`src/rtl/hazard_tracker_if.sv`:
```
// Decode-side request and forwarding/stall response bundle for hazard_tracker.
// master = pipeline control (drives decode info), slave = hazard_tracker.
interface hazard_tracker_if #(
  parameter int REG_ADDR_WIDTH = 5,
  parameter int DEPTH          = 3
);
  localparam int SEL_WIDTH = $clog2(DEPTH);

  logic                      id_valid;
  logic [REG_ADDR_WIDTH-1:0] id_rs1;
  logic [REG_ADDR_WIDTH-1:0] id_rs2;
  logic                      id_use_rs1;
  logic                      id_use_rs2;
  logic                      id_early;
  logic [REG_ADDR_WIDTH-1:0] id_rd;
  logic                      id_reg_en;
  logic                      id_is_load;
  logic                      id_flush;
  logic                      adv;
  logic                      perf_clr;

  logic                      stall;
  logic [SEL_WIDTH-1:0]      fwd_a_sel;
  logic [SEL_WIDTH-1:0]      fwd_b_sel;
  logic [SEL_WIDTH-1:0]      br_a_sel;
  logic [SEL_WIDTH-1:0]      br_b_sel;
  logic [31:0]               stall_cycles;

  modport master (
    output id_valid, id_rs1, id_rs2, id_use_rs1, id_use_rs2, id_early,
           id_rd, id_reg_en, id_is_load, id_flush, adv, perf_clr,
    input  stall, fwd_a_sel, fwd_b_sel, br_a_sel, br_b_sel, stall_cycles
  );

  modport slave (
    input  id_valid, id_rs1, id_rs2, id_use_rs1, id_use_rs2, id_early,
           id_rd, id_reg_en, id_is_load, id_flush, adv, perf_clr,
    output stall, fwd_a_sel, fwd_b_sel, br_a_sel, br_b_sel, stall_cycles
  );
endinterface

```
`src/rtl/hazard_tracker.sv`:
```
// Shift-scoreboard hazard/forwarding unit: EXE and decode operand selects plus IF/ID stall.
// Define HAZARD_PERF_CNT_EN to build the saturating stall-cycle counter.
module hazard_tracker #(
  parameter int REG_ADDR_WIDTH   = 5,
  parameter int DEPTH            = 3,
  parameter int LOAD_READY_STAGE = 2
) (
  input logic            clk,
  input logic            rst,
  hazard_tracker_if.slave bus
);
  localparam int SEL_WIDTH = $clog2(DEPTH);
  typedef logic [REG_ADDR_WIDTH-1:0] addr_t;

  logic [DEPTH-1:0]     stg_valid;
  logic [DEPTH-1:0]     stg_reg_en;
  logic [DEPTH-1:0]     stg_is_load;
  addr_t                stg_rd [DEPTH];
  addr_t                exe_src [2];
  logic [1:0]           exe_use;

  addr_t                id_src [2];
  logic [1:0]           id_use;
  logic [1:0]           unresolved;
  logic [SEL_WIDTH-1:0] fwd_sel [2];
  logic [SEL_WIDTH-1:0] br_sel [2];
  logic                 stall;
  logic                 issue;

  function automatic logic data_ready(input int stage, input logic is_load);
    return is_load ? (stage >= LOAD_READY_STAGE) : (stage >= 1);
  endfunction

  assign id_src[0] = bus.id_rs1;
  assign id_src[1] = bus.id_rs2;
  assign id_use    = {bus.id_use_rs2, bus.id_use_rs1};

  // Scans run oldest to youngest so the youngest matching writer has the final say.
  always_comb begin
    unresolved = '0;
    for (int s = 0; s < 2; s++) begin
      fwd_sel[s] = '0;
      br_sel[s]  = '0;
      for (int k = DEPTH - 1; k >= 1; k--) begin
        if (stg_valid[0] && exe_use[s] && stg_valid[k] && stg_reg_en[k] &&
            stg_rd[k] == exe_src[s] && exe_src[s] != '0)
          fwd_sel[s] = SEL_WIDTH'(k);
      end
      for (int j = DEPTH - 1; j >= 0; j--) begin
        if (id_use[s] && stg_valid[j] && stg_reg_en[j] &&
            stg_rd[j] == id_src[s] && id_src[s] != '0) begin
          if (bus.id_early) begin
            unresolved[s] = !data_ready(j, stg_is_load[j]);
            br_sel[s]     = (bus.id_valid && j < DEPTH - 1) ? SEL_WIDTH'(j) : '0;
          end else begin
            unresolved[s] = (j + 1 < DEPTH) && !data_ready(j + 1, stg_is_load[j]);
            br_sel[s]     = '0;
          end
        end
      end
    end
  end

  assign stall = bus.id_valid && !bus.id_flush && (unresolved != 2'b00);
  assign issue = bus.id_valid && !bus.id_flush && !stall;

  assign bus.stall     = stall;
  assign bus.fwd_a_sel = fwd_sel[0];
  assign bus.fwd_b_sel = fwd_sel[1];
  assign bus.br_a_sel  = br_sel[0];
  assign bus.br_b_sel  = br_sel[1];

  always_ff @(posedge clk) begin
    if (rst) begin
      stg_valid   <= '0;
      stg_reg_en  <= '0;
      stg_is_load <= '0;
      for (int k = 0; k < DEPTH; k++) stg_rd[k] <= '0;
      exe_src[0]  <= '0;
      exe_src[1]  <= '0;
      exe_use     <= '0;
    end else if (bus.adv) begin
      for (int k = DEPTH - 1; k >= 1; k--) begin
        stg_valid[k]   <= stg_valid[k-1];
        stg_reg_en[k]  <= stg_reg_en[k-1];
        stg_is_load[k] <= stg_is_load[k-1];
        stg_rd[k]      <= stg_rd[k-1];
      end
      stg_valid[0]   <= issue;
      stg_reg_en[0]  <= bus.id_reg_en;
      stg_is_load[0] <= bus.id_is_load;
      stg_rd[0]      <= bus.id_rd;
      exe_src[0]     <= bus.id_rs1;
      exe_src[1]     <= bus.id_rs2;
      exe_use        <= id_use;
    end
  end

`ifdef HAZARD_PERF_CNT_EN
  logic [31:0] stall_cnt;

  // Clear beats a coincident increment.
  always_ff @(posedge clk) begin
    if (rst || bus.perf_clr)
      stall_cnt <= '0;
    else if (stall && bus.adv && stall_cnt != 32'hFFFF_FFFF)
      stall_cnt <= stall_cnt + 32'd1;
  end

  assign bus.stall_cycles = stall_cnt;
`else
  logic unused_perf_clr;
  assign unused_perf_clr  = bus.perf_clr;
  assign bus.stall_cycles = '0;
`endif
endmodule
```
`src/flat_wrapper.sv`:
```
// flat-port wrapper written by rule: the top's interface ports become plain ports
module hazard_tracker_flat 
#(
  parameter int REG_ADDR_WIDTH   = 5,
  parameter int DEPTH            = 3,
  parameter int LOAD_READY_STAGE = 2
)
  (clk, rst, bus_id_valid, bus_id_rs1, bus_id_rs2, bus_id_use_rs1, bus_id_use_rs2, bus_id_early, bus_id_rd, bus_id_reg_en, bus_id_is_load, bus_id_flush, bus_adv, bus_perf_clr, bus_stall, bus_fwd_a_sel, bus_fwd_b_sel, bus_br_a_sel, bus_br_b_sel, bus_stall_cycles);
  hazard_tracker_if #(.REG_ADDR_WIDTH(REG_ADDR_WIDTH), .DEPTH(DEPTH)) bus_i ();
  input logic clk;
  input logic rst;
  input wire logic [$bits(bus_i.id_valid)-1:0] bus_id_valid;
  input wire logic [$bits(bus_i.id_rs1)-1:0] bus_id_rs1;
  input wire logic [$bits(bus_i.id_rs2)-1:0] bus_id_rs2;
  input wire logic [$bits(bus_i.id_use_rs1)-1:0] bus_id_use_rs1;
  input wire logic [$bits(bus_i.id_use_rs2)-1:0] bus_id_use_rs2;
  input wire logic [$bits(bus_i.id_early)-1:0] bus_id_early;
  input wire logic [$bits(bus_i.id_rd)-1:0] bus_id_rd;
  input wire logic [$bits(bus_i.id_reg_en)-1:0] bus_id_reg_en;
  input wire logic [$bits(bus_i.id_is_load)-1:0] bus_id_is_load;
  input wire logic [$bits(bus_i.id_flush)-1:0] bus_id_flush;
  input wire logic [$bits(bus_i.adv)-1:0] bus_adv;
  input wire logic [$bits(bus_i.perf_clr)-1:0] bus_perf_clr;
  output wire logic [$bits(bus_i.stall)-1:0] bus_stall;
  output wire logic [$bits(bus_i.fwd_a_sel)-1:0] bus_fwd_a_sel;
  output wire logic [$bits(bus_i.fwd_b_sel)-1:0] bus_fwd_b_sel;
  output wire logic [$bits(bus_i.br_a_sel)-1:0] bus_br_a_sel;
  output wire logic [$bits(bus_i.br_b_sel)-1:0] bus_br_b_sel;
  output wire logic [$bits(bus_i.stall_cycles)-1:0] bus_stall_cycles;
  assign bus_i.id_valid = bus_id_valid;
  assign bus_i.id_rs1 = bus_id_rs1;
  assign bus_i.id_rs2 = bus_id_rs2;
  assign bus_i.id_use_rs1 = bus_id_use_rs1;
  assign bus_i.id_use_rs2 = bus_id_use_rs2;
  assign bus_i.id_early = bus_id_early;
  assign bus_i.id_rd = bus_id_rd;
  assign bus_i.id_reg_en = bus_id_reg_en;
  assign bus_i.id_is_load = bus_id_is_load;
  assign bus_i.id_flush = bus_id_flush;
  assign bus_i.adv = bus_adv;
  assign bus_i.perf_clr = bus_perf_clr;
  assign bus_stall = bus_i.stall;
  assign bus_fwd_a_sel = bus_i.fwd_a_sel;
  assign bus_fwd_b_sel = bus_i.fwd_b_sel;
  assign bus_br_a_sel = bus_i.br_a_sel;
  assign bus_br_b_sel = bus_i.br_b_sel;
  assign bus_stall_cycles = bus_i.stall_cycles;
  hazard_tracker #(.REG_ADDR_WIDTH(REG_ADDR_WIDTH), .DEPTH(DEPTH), .LOAD_READY_STAGE(LOAD_READY_STAGE)) u_core (.clk(clk), .rst(rst), .bus(bus_i));
endmodule
```
`config.mk`:
```
export PLATFORM = sky130hd
export DESIGN_NAME = hazard_tracker_flat
export DESIGN_NICKNAME = d
export VERILOG_FILES = /design/src/rtl/hazard_tracker_if.sv /design/src/rtl/hazard_tracker.sv /design/src/flat_wrapper.sv
export SDC_FILE = /design/constraint.sdc
export NUM_CORES = 1
export LEC_CHECK = 0
export ABC_CLOCK_PERIOD_IN_PS = 7100
export CAP_MARGIN = 10
export CORE_MARGIN = 2
export CORE_UTILIZATION = 50
export CTS_BUF_LIST = sky130_fd_sc_hd__clkbuf_8
export CTS_CLUSTER_SIZE = 10
export DETAILED_ROUTE_END_ITERATION = 8
export PLACE_DENSITY = 0.85
export SLEW_MARGIN = 20
export SYNTH_ARGS = -nofsm -noshare
export SYNTH_HDL_FRONTEND = slang
export SYNTH_SLANG_ARGS = --single-unit
export TNS_END_PERCENT = 50
```
`constraint.sdc`:
```
create_clock -name clk -period 7.1 [get_ports clk]
set_input_delay 1.775 -clock clk [delete_from_list [all_inputs] [get_ports clk]]
set_output_delay 1.775 -clock clk [all_outputs]
set_load 0.005 [all_outputs]
```
==> results of run 1 <==
critical path, delay by kind of cell:
family	cells	cell delay [ns]
and+or+nand+nor	3	1.24
AOI/OAI and AO/OA	3	0.49
buffers and inverters	2	1.02
cell usage after synthesis (all sizes together), types with 2 or more instances:
cell,number,area share (%)
mux2i,9,4.1
o21ai,4,1.1
nor3,2,0.46
nand3,5,1.2
xor2,10,4.0
clkbuf,9,1.6
buf,34,12
nand2b,2,0.58
nor4,4,1.2
nand2,6,1.0
or4,8,3.3
edfxtp,25,35
dfxtp,10,9.2
nand4,8,2.3
xnor2,30,12
and2,25,7.3
nor2,12,2.1
cell families after synthesis:
kind of cell | share of synthesized area [%]
XOR/XNOR | 16.12
AO/OA/AOI/OAI | 2.763
AND/OR/NAND/NOR | 19.57
buffers and inverters | 13.47
flip-flops | 43.75
multiplexers | 4.145
other | 0.1725
metrics by stage:
stage | setup slack (ns) | hold WS [ns] | utilization [%]
after floorplan | 1.976 | 0.4524 | -
after global placement | 0.8299 | 0.4708 | 58.45
after detailed placement | 0.8193 | 0.4827 | 58.45
after CTS | 0.8145 | 0.4928 | 60.90
after global routing | 0.6647 | 0.5133 | 60.90
final | 0.7999 | 0.5016 | 60.90
state kept, by name, summed over array words and instances (netlist names):
name	cells
u_core.stg_rd	15
u_core.exe_src	10
u_core.exe_use	2
u_core.stg_valid	3
u_core.stg_is_load	2
u_core.stg_reg_en	3
power by group through the flow:
stage               clock [mW]  sequential (mW)  combinational [mW]
finish                   0.155            0.249              0.0676
global route             0.167            0.251              0.0751
CTS                      0.158            0.249              0.0678
detailed placement           0            0.254              0.0672
global placement             0            0.253              0.0656
floorplan                    0            0.246              0.0604
metal layers:
layer,wire (um),GRT usage (%)
met5,0,0
met4,78,6.410
met3,255,4.618
met2,1877,27.20
met1,1677,22.24
worst max path at each step:
stage / to / slack [ns] / cells past startpoint / start
after detailed placement: bus_stall / 0.82 / 8 / bus_id_rs1[0]
after global routing: bus_stall / 0.66 / 8 / bus_id_rs1[1]
after floorplan: bus_stall / 1.98 / 6 / bus_id_rs1[0]
after CTS: bus_stall / 0.81 / 8 / bus_id_rs1[0]
after global placement: bus_stall / 0.83 / 8 / bus_id_rs1[0]
final: bus_stall / 0.80 / 8 / bus_id_rs1[0]
cell type report:
type,count,area [um^2],share of cell area (%)
Inverter,1,3.754,0.1508
Timing Repair Buffer,32,317.8,12.77
Clock inverter,1,3.754,0.1508
Tap cell,50,62.56,2.514
Sequential cell,35,950.9,38.21
Clock buffer,7,96.34,3.871
Multi-Input combinational cell,165,1054,42.33
==> flow_summary.yaml, run 1 <==
outcome:
  outcome: "completed"
clocking:
  clock_path_buffers: 2
  cts_buffers: 5
  clk_latency_ns: 0.28
  hold_buffers: 0
  htree_levels: 2
  post-cts-setup-buffers: 0
  cts_tree: "built"
  clk_pin_slew_ns: 0.07
  cts-root-buf: "clkbuf_8"
  clock_sinks: 35
  post_cts_resized: 0
placed_design:
  io_buffers: 31
  place_congestion: 0.8014
  dpl_cell_area_um2: 2389
  dp_hpwl_um: 2994
  dp.cells: 283
finish:
  fin_nets: 266
  antenna_cells: 0
  instances_no_fill: 291
  final_cell_mix: "conb_1, clkdlybuf4s50_1, xnor2_1, edfxtp_1, and2_1"
  final_common_cell: "conb_1"
  areaGrowthSynthToFinish_pct: 14.51
  n_fill_cell: 360
  fin_area_um2: 2489
  drive_gt1_share_pct: 5.394
power:
  seq_power_share_pct: 52.8
  p_int_mw: 0.3571
  total_power_mw: 0.4720
  p_per_area_nw_per_um2: 189.7
  pwr-share-clk_pct: 32.9
  irDropWorstVdd_v: 0.0001318
  switching_share_pct: 24.34
  pwr-share-comb_pct: 14.3
  p_leak_nw: 0.9527
  p_sw_mw: 0.1149
floorplanning:
  start_util_pct: 53.18
  die_w_um: 69.93
  die_y_um: 69.93
  core.rowCount: 23
  core_area_um2: 4086
  die_area_um2: 4890
  pin_count: 67
yosys:
  synth-seq-area-share_pct: 43.75
  ys_ff_latch: 35
  yosys_warnings: 0
  syn_inst: 211
  synth_edf_count: 25
  syn_area_per_cell_um2: 10.30
  synth.distinct_cells: 29
  async_flop_share_pct: 0
  ys.flop_type: "edfxtp_1"
  syn-cell-area_um2: 2173
hold_path:
  hold_depth: 1
  hp-start: "u_core.stg_is_load[1]$_SDFFE_PP0P_"
  min_to: "u_core.stg_valid[0]$_SDFFE_PP0P_"
  hp-class: "flop to flop"
sta:
  rsz0062_at_grt: "false"
  fin_crit_ns: 6.300
  tightest_slew_ns: 0.9286
  slew_violations: 0
  maxSlewHeadroom_pct: 38.03
  fin_crit_sh_pct: 88.73
  clock.fmax_mhz: 158.7
  tns_ns: 0
  fin_worst_skew_ns: 0.005046
  finalSetupViolations: 0
  hold_violations: 0
critical_path:
  worst_setup_path_start_kind: "input pin"
  rrSetupSlack_ns: 5.35
  critPathMaxFanout: 4
  r2r-start: "u_core.stg_rd[0][9]$_SDFFCE_PN0P_"
  cp.required_ns: 5.33
  path_cells: "clkdlybuf4s50_1, or4_1, o21ai_1, nor3_1, or4_4, a21o_1, a21oi_1, clkdlybuf4s50_1"
  reg2regPathDepth: 5
  slowest_stage: "or4_1"
  rr_endpoint: "u_core.stg_valid[0]$_SDFFE_PP0P_"
  critPathMaxStageDelay_ns: 0.57
  critPathArrivalTime_ns: 4.53
  path_class: "input pin to output pin"
  crit_path_frequent_cell: "clkdlybuf4s50_1"
  worstSetupEndpointType: "output pin"
drt:
  via_per_inst: 4.983
  drtIter0Drc: 57
  wl_per_cell_um: 13.36
  vias: 1450
  drt_pass1_iterations: 4
  drt-total-wl_um: 3888
  antenna_left: 0
  drc: 0
grt:
  grt_first_pass_wirelength_um: 6492
  gr-usage-all-layers_pct: 17.07
  antenna_found_initial: 0
  grt_max_degree: 26
  first_global_vias: 1370
  gr-total-overflow: 0
flow_run:
  cap_viol_max_count: 0
Note: power is estimated with default switching activity, not from simulation.
==> run 2: changes to the inputs <==
--- a/config.mk
+++ b/config.mk
@@ -8,11 +8,12 @@
 export ABC_CLOCK_PERIOD_IN_PS = 7100
 export CAP_MARGIN = 10
 export CORE_MARGIN = 2
-export CORE_UTILIZATION = 50
+export CORE_UTILIZATION = 45
 export CTS_BUF_LIST = sky130_fd_sc_hd__clkbuf_8
 export CTS_CLUSTER_SIZE = 10
 export DETAILED_ROUTE_END_ITERATION = 8
-export PLACE_DENSITY = 0.85
+export PLACE_DENSITY = 0.77
+export REMOVE_ABC_BUFFERS = 1
 export SLEW_MARGIN = 20
 export SYNTH_ARGS = -nofsm -noshare
 export SYNTH_HDL_FRONTEND = slang
==> run 2 against run 1 <==
  * Wire length rose by 3.2%
  * Critical endpoint unchanged
  * Die area rose by 10%
  * Utilization fell by 7.9 points
  * Combinational power fell by 3.1%
  * Power fell by 1.9%
  * Critical path depth did not move
  * Global-route usage fell by 1.2 points
==> flow_summary.yaml, run 2 (synthesis results as in run 1) <==
drt:
  drc: 0
  drt_pass1_iterations: 4
  drt-total-wl_um: 4014
  via_per_inst: 4.953
  vias: 1461
  wl_per_cell_um: 13.61
  antenna_left: 0
  drtIter0Drc: 56
hold_path:
  hp-start: "u_core.stg_is_load[1]$_SDFFE_PP0P_"
  hp-class: "flop to flop"
critical_path:
  rr_endpoint: "u_core.stg_valid[0]$_SDFFE_PP0P_"
  crit_end: "bus_stall"
  worst_setup_path_start_kind: "input pin"
  reg2regPathDepth: 5
  r2r-start: "u_core.stg_rd[0][8]$_SDFFCE_PN0P_"
  worstSetupEndpointType: "output pin"
  cp.required_ns: 5.33
  path_class: "input pin to output pin"
  rrSetupSlack_ns: 5.42
  critPathArrivalTime_ns: 4.50
  startpoint: "bus_id_rs1[0]"
  critPathMaxFanout: 4
flow_run:
  cap_viol_max_count: 0
power:
  p_per_area_nw_per_um2: 186.4
  p_int_mw: 0.3468
  pwr-share-comb_pct: 14.1
  total_power_mw: 0.4632
  pwr-share-clk_pct: 31.8
  seq_power_share_pct: 54.1
  switching_share_pct: 25.12
  irDropWorstVdd_v: 0.0001424
  p_leak_nw: 0.9494
  p_sw_mw: 0.1163
sta:
  maxSlewHeadroom_pct: 38.81
  slew_violations: 0
  finalSetupViolations: 0
  rsz0062_at_grt: "false"
  hold_violations: 0
  tightest_slew_ns: 0.9168
  clock.fmax_mhz: 159.2
  fin_crit_ns: 6.280
  hold_ws_ns: 0.5070
  fin_worst_skew_ns: 0.01077
  tns_ns: 0
  fin_crit_sh_pct: 88.45
floorplanning:
  die_w_um: 73.50
  die_y_um: 73.50
  pin_count: 67
  core.rowCount: 25
  core_area_um2: 4692
  start_util_pct: 46.32
  die_area_um2: 5402
clocking:
  cts_tree: "built"
  clk_latency_ns: 0.29
  post_cts_resized: 0
  post-cts-setup-buffers: 0
  cts_buffers: 5
  hold_buffers: 0
  clk_pin_slew_ns: 0.07
  cts-root-buf: "clkbuf_8"
  htree_levels: 2
  clock_sinks: 35
  clock_path_buffers: 2
finish:
  regMostFlops: "u_core.stg_rd"
  instances_no_fill: 295
  top_regs: "u_core.stg_rd: 15 flops, u_core.exe_src: 10 flops"
  final_cell_mix: "conb_1, clkdlybuf4s50_1, xnor2_1, edfxtp_1, and2_1"
  antenna_cells: 0
  drive_gt1_share_pct: 5.394
  fin_nets: 266
  largest_reg_flops: 15
  final_common_cell: "conb_1"
  areaGrowthSynthToFinish_pct: 14.33
placed_design:
  dp_hpwl_um: 3102
  place_congestion: 0.8051
  dp.cells: 287
  io_buffers: 31
outcome:
  outcome: "completed"
grt:
  gr-usage-all-layers_pct: 15.90
  first_global_vias: 1411
  antenna_found_initial: 0
  gr-total-overflow: 0
  grt_max_degree: 26
  grt_first_pass_wirelength_um: 6430
-- run 2: routing by layer --
metal / track usage, % / share of wire, %
met1: 18.82 / 43
met2: 27.48 / 49
met3: 4.390 / 5.9
met4: 5.657 / 1.7
met5: 0 / 0
-- run 2: area by class of cell --
cell class	instances	area [um^2]
fillers	427	2207
well taps	54	67.56
flip-flops and latches	35	950.9
repair buffers	32	317.8
inverters	1	3.754
clock buffers	6	82.58
multi-input cells	165	1054
clock inverters	2	8.758
-- run 2: worst min-delay path by stage --
| stage | endpoint | slack [ns] | cells past startpoint |
|---|---|---|---|
| detailed placement | u_core.stg_valid[0]$_SDFFE_PP0P_ | 0.48 | 1 |
| global placement | u_core.exe_use[1]$_SDFFE_PP0P_ | 0.48 | 2 |
| floorplan | u_core.stg_valid[0]$_SDFFE_PP0P_ | 0.45 | 1 |
| global route | u_core.stg_valid[0]$_SDFFE_PP0P_ | 0.54 | 1 |
| CTS | u_core.stg_valid[0]$_SDFFE_PP0P_ | 0.50 | 1 |
| finish | u_core.stg_valid[0]$_SDFFE_PP0P_ | 0.51 | 1 |
-- run 2: per-stage QoR --
step | utilization [%] | cell area [um^2] | setup WS [ns]
floorplan | - | 2008 | 1.976
global placement | 51.01 | 2394 | 0.8430
detailed placement | 51.01 | 2394 | 0.8153
CTS | 52.96 | 2485 | 0.8113
global route | 52.96 | 2485 | 0.6921
finish | 52.96 | 2485 | 0.8201
-- run 2: critical path, cell delays in order --
cell and delay, ns:
clkdlybuf4s50_1 0.51, or4_1 0.59, o21ai_1 0.18, nor3_1 0.12
or4_4 0.54, a21o_1 0.17, a21oi_1 0.11, clkdlybuf4s50_1 0.51
-- run 2: power by group through the flow --
stage	sequential [mW]	combinational (mW)	clock, mW
2_1_floorplan	0.249	0.0410	0
3_3_place_gp	0.254	0.0643	0
3_5_place_dp	0.255	0.0659	0
4_1_cts	0.250	0.0660	0.150
5_1_grt	0.253	0.0736	0.157
6_report	0.250	0.0655	0.147
==> run 3: changes to the inputs <==
--- a/config.mk
+++ b/config.mk
@@ -14,7 +14,6 @@
 export DETAILED_ROUTE_END_ITERATION = 8
 export PLACE_DENSITY = 0.77
 export REMOVE_ABC_BUFFERS = 1
-export SLEW_MARGIN = 20
 export SYNTH_ARGS = -nofsm -noshare
 export SYNTH_HDL_FRONTEND = slang
 export SYNTH_SLANG_ARGS = --single-unit
==> results of run 3 <==
Same layout as run 2: the final DEF is identical, and so are final timing and power.
